[config.mk]
export PLATFORM = sky130hd
export DESIGN_NAME = vga_timing_rx
export DESIGN_NICKNAME = d
export VERILOG_FILES = /design/src/rtl/vga_timing_rx.sv
export SDC_FILE = /design/constraint.sdc
export NUM_CORES = 1
export LEC_CHECK = 0
export CORE_ASPECT_RATIO = 0.9
export CORE_MARGIN = 1
export CORE_UTILIZATION = 50
export DETAILED_ROUTE_END_ITERATION = 10
export GPL_TIMING_DRIVEN = 0
export PLACE_DENSITY = 0.73
export REMOVE_ABC_BUFFERS = 1
export SLEW_MARGIN = 20
export SYNTH_ARGS = -nofsm -noshare
export SYNTH_HDL_FRONTEND = slang
export SYNTH_SLANG_ARGS = --single-unit
[constraint.sdc]
create_clock -name vga_clk -period 9.36 [get_ports vga_clk]
set_clock_uncertainty 0.05 [all_clocks]
set_input_delay 1.872 -clock vga_clk [delete_from_list [all_inputs] [get_ports vga_clk]]
set_output_delay 1.872 -clock vga_clk [all_outputs]
set_load 0.01 [all_outputs]
[src/rtl/vga_timing_rx.sv]
// Purpose : sink for the VGA/XGA timing stream. Regenerates pixel coordinates and
//           frame/line markers, measures line and frame timing, and flags a stable lock.
// Latency : pixel outputs 2 vga_clk cycles after the inputs. Measurements update 2 cycles after the causing input edge.
// Backpressure: none. The stream is consumed every cycle and there is no ready signal.
//
// Ports:
//   vga_clk, rst_n               pixel clock, asynchronous active-low reset
//   h_sync, v_sync               active-low syncs
//   pixel_de, rgb_in             active-video enable and {r,g,b} pixel data
//   pix_valid, pix_data          registered de/pixel (data forced to 0 outside active video)
//   pix_x, pix_y, sof, eol       coordinates of the current pixel, start-of-frame / end-of-line pulses
//   line_period, h_active,       measurements of the last completed line/frame
//   v_active, frame_lines
//   locked, err                  timing stable, one-cycle pulse on loss of lock
module vga_timing_rx #(
  parameter int CNT_W       = 11,
  parameter int LOCK_FRAMES = 2
) (
  input  logic             vga_clk,
  input  logic             rst_n,
  input  logic             h_sync,
  input  logic             v_sync,
  input  logic             pixel_de,
  input  logic [23:0]      rgb_in,
  output logic             pix_valid,
  output logic [23:0]      pix_data,
  output logic [CNT_W-1:0] pix_x,
  output logic [CNT_W-1:0] pix_y,
  output logic             sof,
  output logic             eol,
  output logic [CNT_W-1:0] line_period,
  output logic [CNT_W-1:0] h_active,
  output logic [CNT_W-1:0] v_active,
  output logic [CNT_W-1:0] frame_lines,
  output logic             locked,
  output logic             err
);

  localparam logic [CNT_W-1:0] CNT_MAX = {CNT_W{1'b1}};
  localparam logic [CNT_W-1:0] CNT_ONE = CNT_W'(1);
  localparam logic [3:0]       LOCK_N  = 4'(LOCK_FRAMES);

  typedef enum logic [1:0] {
    IDLE   = 2'd0,
    ACQ    = 2'd1,
    CHECK  = 2'd2,
    LOCKED = 2'd3
  } state_t;

  // One frame's worth of timing measurements, compared as a single word.
  typedef struct packed {
    logic [CNT_W-1:0] line_period;
    logic [CNT_W-1:0] h_active;
    logic [CNT_W-1:0] v_active;
    logic [CNT_W-1:0] frame_lines;
  } meas_t;

  function automatic logic [CNT_W-1:0] sat_inc(input logic [CNT_W-1:0] v);
    return (v == CNT_MAX) ? v : v + CNT_ONE;
  endfunction

  // ---------------------------------------------------------------------------
  // Input stage: stage 1 samples the pins, stage 2 keeps the previous sample.
  // ---------------------------------------------------------------------------
  logic        s1_hs, s1_vs, s1_de;
  logic [23:0] s1_rgb;
  logic        s2_hs, s2_vs, s2_de;

  always_ff @(posedge vga_clk or negedge rst_n) begin
    if (!rst_n) begin
      s1_hs  <= 1'b1;
      s1_vs  <= 1'b1;
      s1_de  <= 1'b0;
      s1_rgb <= '0;
      s2_hs  <= 1'b0;
      s2_vs  <= 1'b0;
      s2_de  <= 1'b0;
    end else begin
      s1_hs  <= h_sync;
      s1_vs  <= v_sync;
      s1_de  <= pixel_de;
      s1_rgb <= rgb_in;
      s2_hs  <= s1_hs;
      s2_vs  <= s1_vs;
      s2_de  <= s1_de;
    end
  end

  logic hs_fall, vs_fall, de_rise, de_fall;

  assign hs_fall = s2_hs & ~s1_hs;
  assign vs_fall = s2_vs & ~s1_vs;
  assign de_rise = ~s2_de & s1_de;
  assign de_fall = s2_de & ~s1_de;

  // ---------------------------------------------------------------------------
  // Horizontal counter and line period.
  // ---------------------------------------------------------------------------
  logic [CNT_W-1:0] hcnt;
  logic [CNT_W-1:0] period_meas;

  // Length of the line that ends at this hsync fall, counting the fall cycle itself.
  assign period_meas = sat_inc(hcnt);

  always_ff @(posedge vga_clk or negedge rst_n) begin
    if (!rst_n) begin
      hcnt        <= '0;
      line_period <= '0;
    end else if (hs_fall) begin
      line_period <= period_meas;
      hcnt        <= '0;
    end else begin
      hcnt        <= sat_inc(hcnt);
    end
  end

  // ---------------------------------------------------------------------------
  // Line counter, frame height and active height.
  // ---------------------------------------------------------------------------
  logic [CNT_W-1:0] lcnt;

  always_ff @(posedge vga_clk or negedge rst_n) begin
    if (!rst_n) begin
      lcnt        <= '0;
      frame_lines <= '0;
      v_active    <= '0;
    end else if (vs_fall) begin
      // A coincident hsync fall is the first line of the new frame,
      // so it is not included in the count that is latched here.
      frame_lines <= lcnt;
      v_active    <= pix_y;
      lcnt        <= hs_fall ? CNT_ONE : '0;
    end else if (hs_fall) begin
      lcnt        <= sat_inc(lcnt);
    end
  end

  // ---------------------------------------------------------------------------
  // Pixel path: coordinates, markers and active width.
  // ---------------------------------------------------------------------------
  logic [CNT_W-1:0] x_nxt, y_nxt;

  always_comb begin
    x_nxt = pix_x;
    if (de_rise)    x_nxt = '0;
    else if (s1_de) x_nxt = sat_inc(pix_x);

    y_nxt = pix_y;
    if (vs_fall)      y_nxt = '0;
    else if (de_fall) y_nxt = sat_inc(pix_y);
  end

  always_ff @(posedge vga_clk or negedge rst_n) begin
    if (!rst_n) begin
      pix_valid <= 1'b0;
      pix_data  <= '0;
      pix_x     <= '0;
      pix_y     <= '0;
      sof       <= 1'b0;
      eol       <= 1'b0;
      h_active  <= '0;
    end else begin
      pix_valid <= s1_de;
      pix_data  <= s1_de ? s1_rgb : 24'd0;
      pix_x     <= x_nxt;
      pix_y     <= y_nxt;
      sof       <= de_rise & (y_nxt == '0);
      // The pin value is one pixel ahead of stage 1. Using it as a lookahead
      // flags the last active pixel without adding a pipeline stage.
      eol       <= s1_de & ~pixel_de;
      // pix_x still holds the column of the last active pixel here.
      if (de_fall) h_active <= sat_inc(pix_x);
    end
  end

  // ---------------------------------------------------------------------------
  // Lock FSM.
  // ---------------------------------------------------------------------------
  // Set as it will be after this cycle's latches, because the hsync fall that
  // closes the last line usually coincides with the vsync fall.
  meas_t meas_nxt;

  assign meas_nxt = {(hs_fall ? period_meas : line_period),
                     (de_fall ? sat_inc(pix_x) : h_active),
                     pix_y,
                     lcnt};

  state_t     state, state_nxt;
  meas_t      ref_q, ref_nxt;
  logic [3:0] mcnt, mcnt_nxt, mcnt_inc;
  logic       lost;

  assign mcnt_inc = mcnt + 4'd1;

  // Lock is lost on a line of the wrong length, a frame that no longer matches,
  // or an hsync that stops arriving.
  assign lost = (hs_fall && (period_meas != ref_q.line_period)) ||
                (vs_fall && (meas_nxt != ref_q)) ||
                (hcnt == CNT_MAX);

  always_ff @(posedge vga_clk or negedge rst_n) begin
    if (!rst_n) begin
      state  <= IDLE;
      ref_q  <= '0;
      mcnt   <= '0;
      locked <= 1'b0;
      err    <= 1'b0;
    end else begin
      state  <= state_nxt;
      ref_q  <= ref_nxt;
      mcnt   <= mcnt_nxt;
      locked <= (state_nxt == LOCKED);
      err    <= (state == LOCKED) && lost;
    end
  end

  always_comb begin
    state_nxt = state;
    ref_nxt   = ref_q;
    mcnt_nxt  = mcnt;
    case (state)
      IDLE: begin
        // The frame in progress when we woke up is incomplete, so only start
        // measuring at the next frame boundary.
        if (vs_fall) state_nxt = ACQ;
      end
      ACQ: begin
        if (vs_fall) begin
          ref_nxt   = meas_nxt;
          mcnt_nxt  = '0;
          state_nxt = CHECK;
        end
      end
      CHECK: begin
        if (vs_fall) begin
          if (meas_nxt == ref_q) begin
            mcnt_nxt = mcnt_inc;
            if (mcnt_inc == LOCK_N) state_nxt = LOCKED;
          end else begin
            ref_nxt  = meas_nxt;
            mcnt_nxt = '0;
          end
        end
      end
      LOCKED: begin
        if (lost) begin
          mcnt_nxt  = '0;
          state_nxt = IDLE;
        end
      end
      default: state_nxt = IDLE;
    endcase
  end

endmodule

==> impl_metrics.py <==
metrics = {
    "setup_path": {
        "cp.required_ps": 9610,
        "crit_path_max_incr_delay_ps": 990,
        "cp_slowest_cell": "dfrtp_1",
        "path_max_fanout": 35,
        "arrival_ps": 5260,
        "cp-end-kind": "flip-flop",
        "cp_cell_sequence": "nand2b_1, nor2_1, a211oi_2, xor2_1, nor4_1, and4bb_4, nand3_2, nand2_2, a22oi_1",
        "start_kind": "flip-flop",
        "path_class": "flip-flop to flip-flop",
    },
    "die": {
        "start_util_pct": 50.8,
        "dieArea_um2": 20800,
        "io_pins": 124,
        "core_um2": 19900,
        "rows": 49,
        "die_w_um": 152,
        "die_h_um": 137,
    },
    "timing": {
        "whs_ps": 382,
        "worst_pin_slew_ps": 1030,
        "timing.fmax_mhz": 200,
        "final-hold-violation-count": 0,
        "setup_viol": 0,
        "drv_slew": 0,
        "slew_headroom_pct": 31.3,
        "setup_tns_ps": 0,
        "finalCritPeriodShare_pct": 53.5,
        "fin_crit_ps": 5010,
        "rsz0062_at_grt": "false",
    },
    "route": {
        "wire_per_inst_um": 19.8,
        "dr.first_iter.drc_count": 784,
        "viasPerCell": 6.05,
        "vias": 8341,
        "firstDrtPassIters": 8,
        "drc": 4,
        "wl_um": 27300,
        "final_antenna_net_count": 0,
    },
    "cells_and_area": {
        "drive_above_1_share_pct": 7.92,
        "postLayoutCoreUtil_pct": 60.5,
        "design_area_um2": 12000,
        "n_antenna_cell": 0,
        "finalNetCount": 1146,
        "area_growth_pct": 19.0,
    },
    "grt": {
        "grt_pass1_wl_um": 44600,
        "antenna_found_initial": 0,
        "grt_overflow_total": 0,
        "grt_pass1_vias": 8048,
        "track_usage_pct": 27.5,
        "grt_max_degree": 101,
    },
    "outcome": {
        "status": "finished with violations",
        "violations": "DRC",
    },
    "synthesis": {
        "ys_seq_area_share_pct": 48.4,
        "ys_seq_elements": 196,
        "netlist.area_leader.share_pct": 47.9,
        "yosysTopAreaCell": "dfrtp_1",
        "synth.cell_area_um2": 10100,
        "synthCells": 1063,
        "synth_edf_count": 0,
        "synthTopCellsByArea": "dfrtp_1, nand2_1, xor2_1",
        "yosysUniqueCellTypes": 93,
        "synth_area_per_cell_um2": 9.53,
        "synthFlopType": "dfrtp_1",
        "async_flop_share_pct": 100,
        "ys_warn_count": 0,
    },
    "clocking": {
        "clk_path_buf_depth": 2,
        "path_clk_slew_ps": 80,
        "cts.sinks": 196,
        "cts_hold_buf": 0,
        "cts_buffers": 17,
        "cts.repair.resized": 0,
        "cts-root-buf": "clkbuf_16",
        "cts_tree": "yes",
        "clock_latency_ps": 450,
        "htreeDepth": 4,
        "postCtsSetupBuffers": 0,
    },
    "placed_design": {
        "dp_hpwl_um": 18000,
        "post_dp_cell_area_um2": 11400,
        "portBuffers": 123,
        "gp_congestion": 0.936,
    },
    "power_and_ir_drop": {
        "clock_power_share_pct": 35.2,
        "intPower_uw": 1470,
        "power_frac_seq_pct": 46.9,
        "p_comb_share_pct": 17.9,
        "power.density_nw_per_um2": 178,
        "sw_frac_of_total_pct": 31.7,
        "p_leak_uw": 0.00514,
        "total_power_uw": 2150,
        "peakVddDrop_mv": 0.107,
        "switchingPower_uw": 683,
    },
    "hold_path": {
        "hp-class": "flip-flop to flip-flop",
    },
    "run": {
        "maxCapViolCount": 0,
    },
}
[final timing paths]
kind                            slack, ps     endpoint  depth (start not counted)  startpoint
worst max-delay path                 4350     ref_q[5]                          9       s1_de
worst min-delay path                  380        s2_vs                          0       s1_vs
worst max register to register       4350     ref_q[5]                          9       s1_de
max in group asynchronous            7440     state[1]                          2       rst_n
min in group asynchronous            1140  pix_data[0]                          1       rst_n
worst min register to register        380        s2_vs                          0       s1_vs
[layout by cell type (no fill, tap or decap), types with 8 or more instances in the layout]
cell,instances
nor3_1,21
xor2_1,45
a22oi_1,23
inv_1,25
a31oi_1,23
nand4_1,14
clkdlybuf4s50_1,122
dfrtp_1,193
o31a_1,30
o31ai_1,18
xnor2_1,19
clkbuf_16,17
nor2_1,76
nand3_1,23
nor4_1,11
and3_1,10
nand2_1,134
and2_1,30
o21ai_0,38
or3_1,8
a21oi_1,73
[power by group through the flow]
stage                     clock network (uW)  logic [uW]  registers [uW]
after global placement                     0         367            1020
after floorplan                            0         217            1010
after global routing                     800         426            1020
after detailed placement                   0         383            1020
after CTS                                773         385            1010
final                                    756         385            1010
[routing by layer]
layer	part of all wire, %	global-route usage (%)
met1	45	39.7
met2	47	42.5
met3	6.4	4.46
met4	1.7	9.07
met5	0	0
[critical path, delay by kind of cell (launching register included)]
family	cells	cell delay, ps
flops	1	990
xor+xnor	1	140
compound gates	2	580
simple gates	6	3070
[Yosys cell counts, types with 6 or more instances]
master	instances
a211oi_1	6
a21o_1	6
a21oi_1	73
a22oi_1	23
a31oi_1	23
and2_1	30
and3_1	10
buf_2	18
buf_4	16
clkbuf_1	63
dfrtp_1	194
ha_1	6
inv_1	25
nand2_1	135
nand2b_1	7
nand3_1	23
nand4_1	14
nor2_1	77
nor2b_1	8
nor3_1	22
nor4_1	11
o21ai_0	38
o21ai_1	6
o31a_1	30
o31ai_1	18
or3_1	8
xnor2_1	19
xor2_1	45
[registers in the layout, summed over array words and instances, names as in the netlist, 4 cells and up]
register     flops
frame_lines     11
pix_x           11
mcnt             4
v_active        11
h_active        11
s1_rgb          24
lcnt            11
pix_data        24
hcnt            11
pix_y           11
line_period     11
ref_q           44
[cells by family (layout without fill, tap and decap cells)]
family                     after synthesis  count (layout)  synth area share (%)
DFF                                    196             196                  48.4
xor gates and xnor gates                65              65                  5.69
adders and majority gates                6               6                 0.741
muxes                                    8               8                  1.00
and+or+nand+nor                        372             372                  18.5
AOI/OAI and AO/OA                      285             285                  19.8
buffers and inverters                  131             192                  5.78
[per-stage QoR]
| stage | std cells | setup WS [ps] |
|---|---|---|
| 2_1_floorplan | 960 | 5400 |
| 3_3_place_gp | 1338 | -1850 |
| 3_5_place_dp | 1347 | 4400 |
| 4_1_cts | 1379 | 4380 |
| 5_1_grt | 1379 | 3990 |
| 6_report | 1379 | 4350 |
[layout make-up]
class / instances / area, um^2
fillers: 1669 / 7880
flip-flops and latches: 196 / 4910
multi-input cells: 736 / 4680
repair buffers: 132 / 1410
clock buffers: 17 / 425
well taps: 255 / 319
clock inverters: 15 / 196
inverters: 28 / 106
Note: power is estimated with default switching activity, not from simulation.
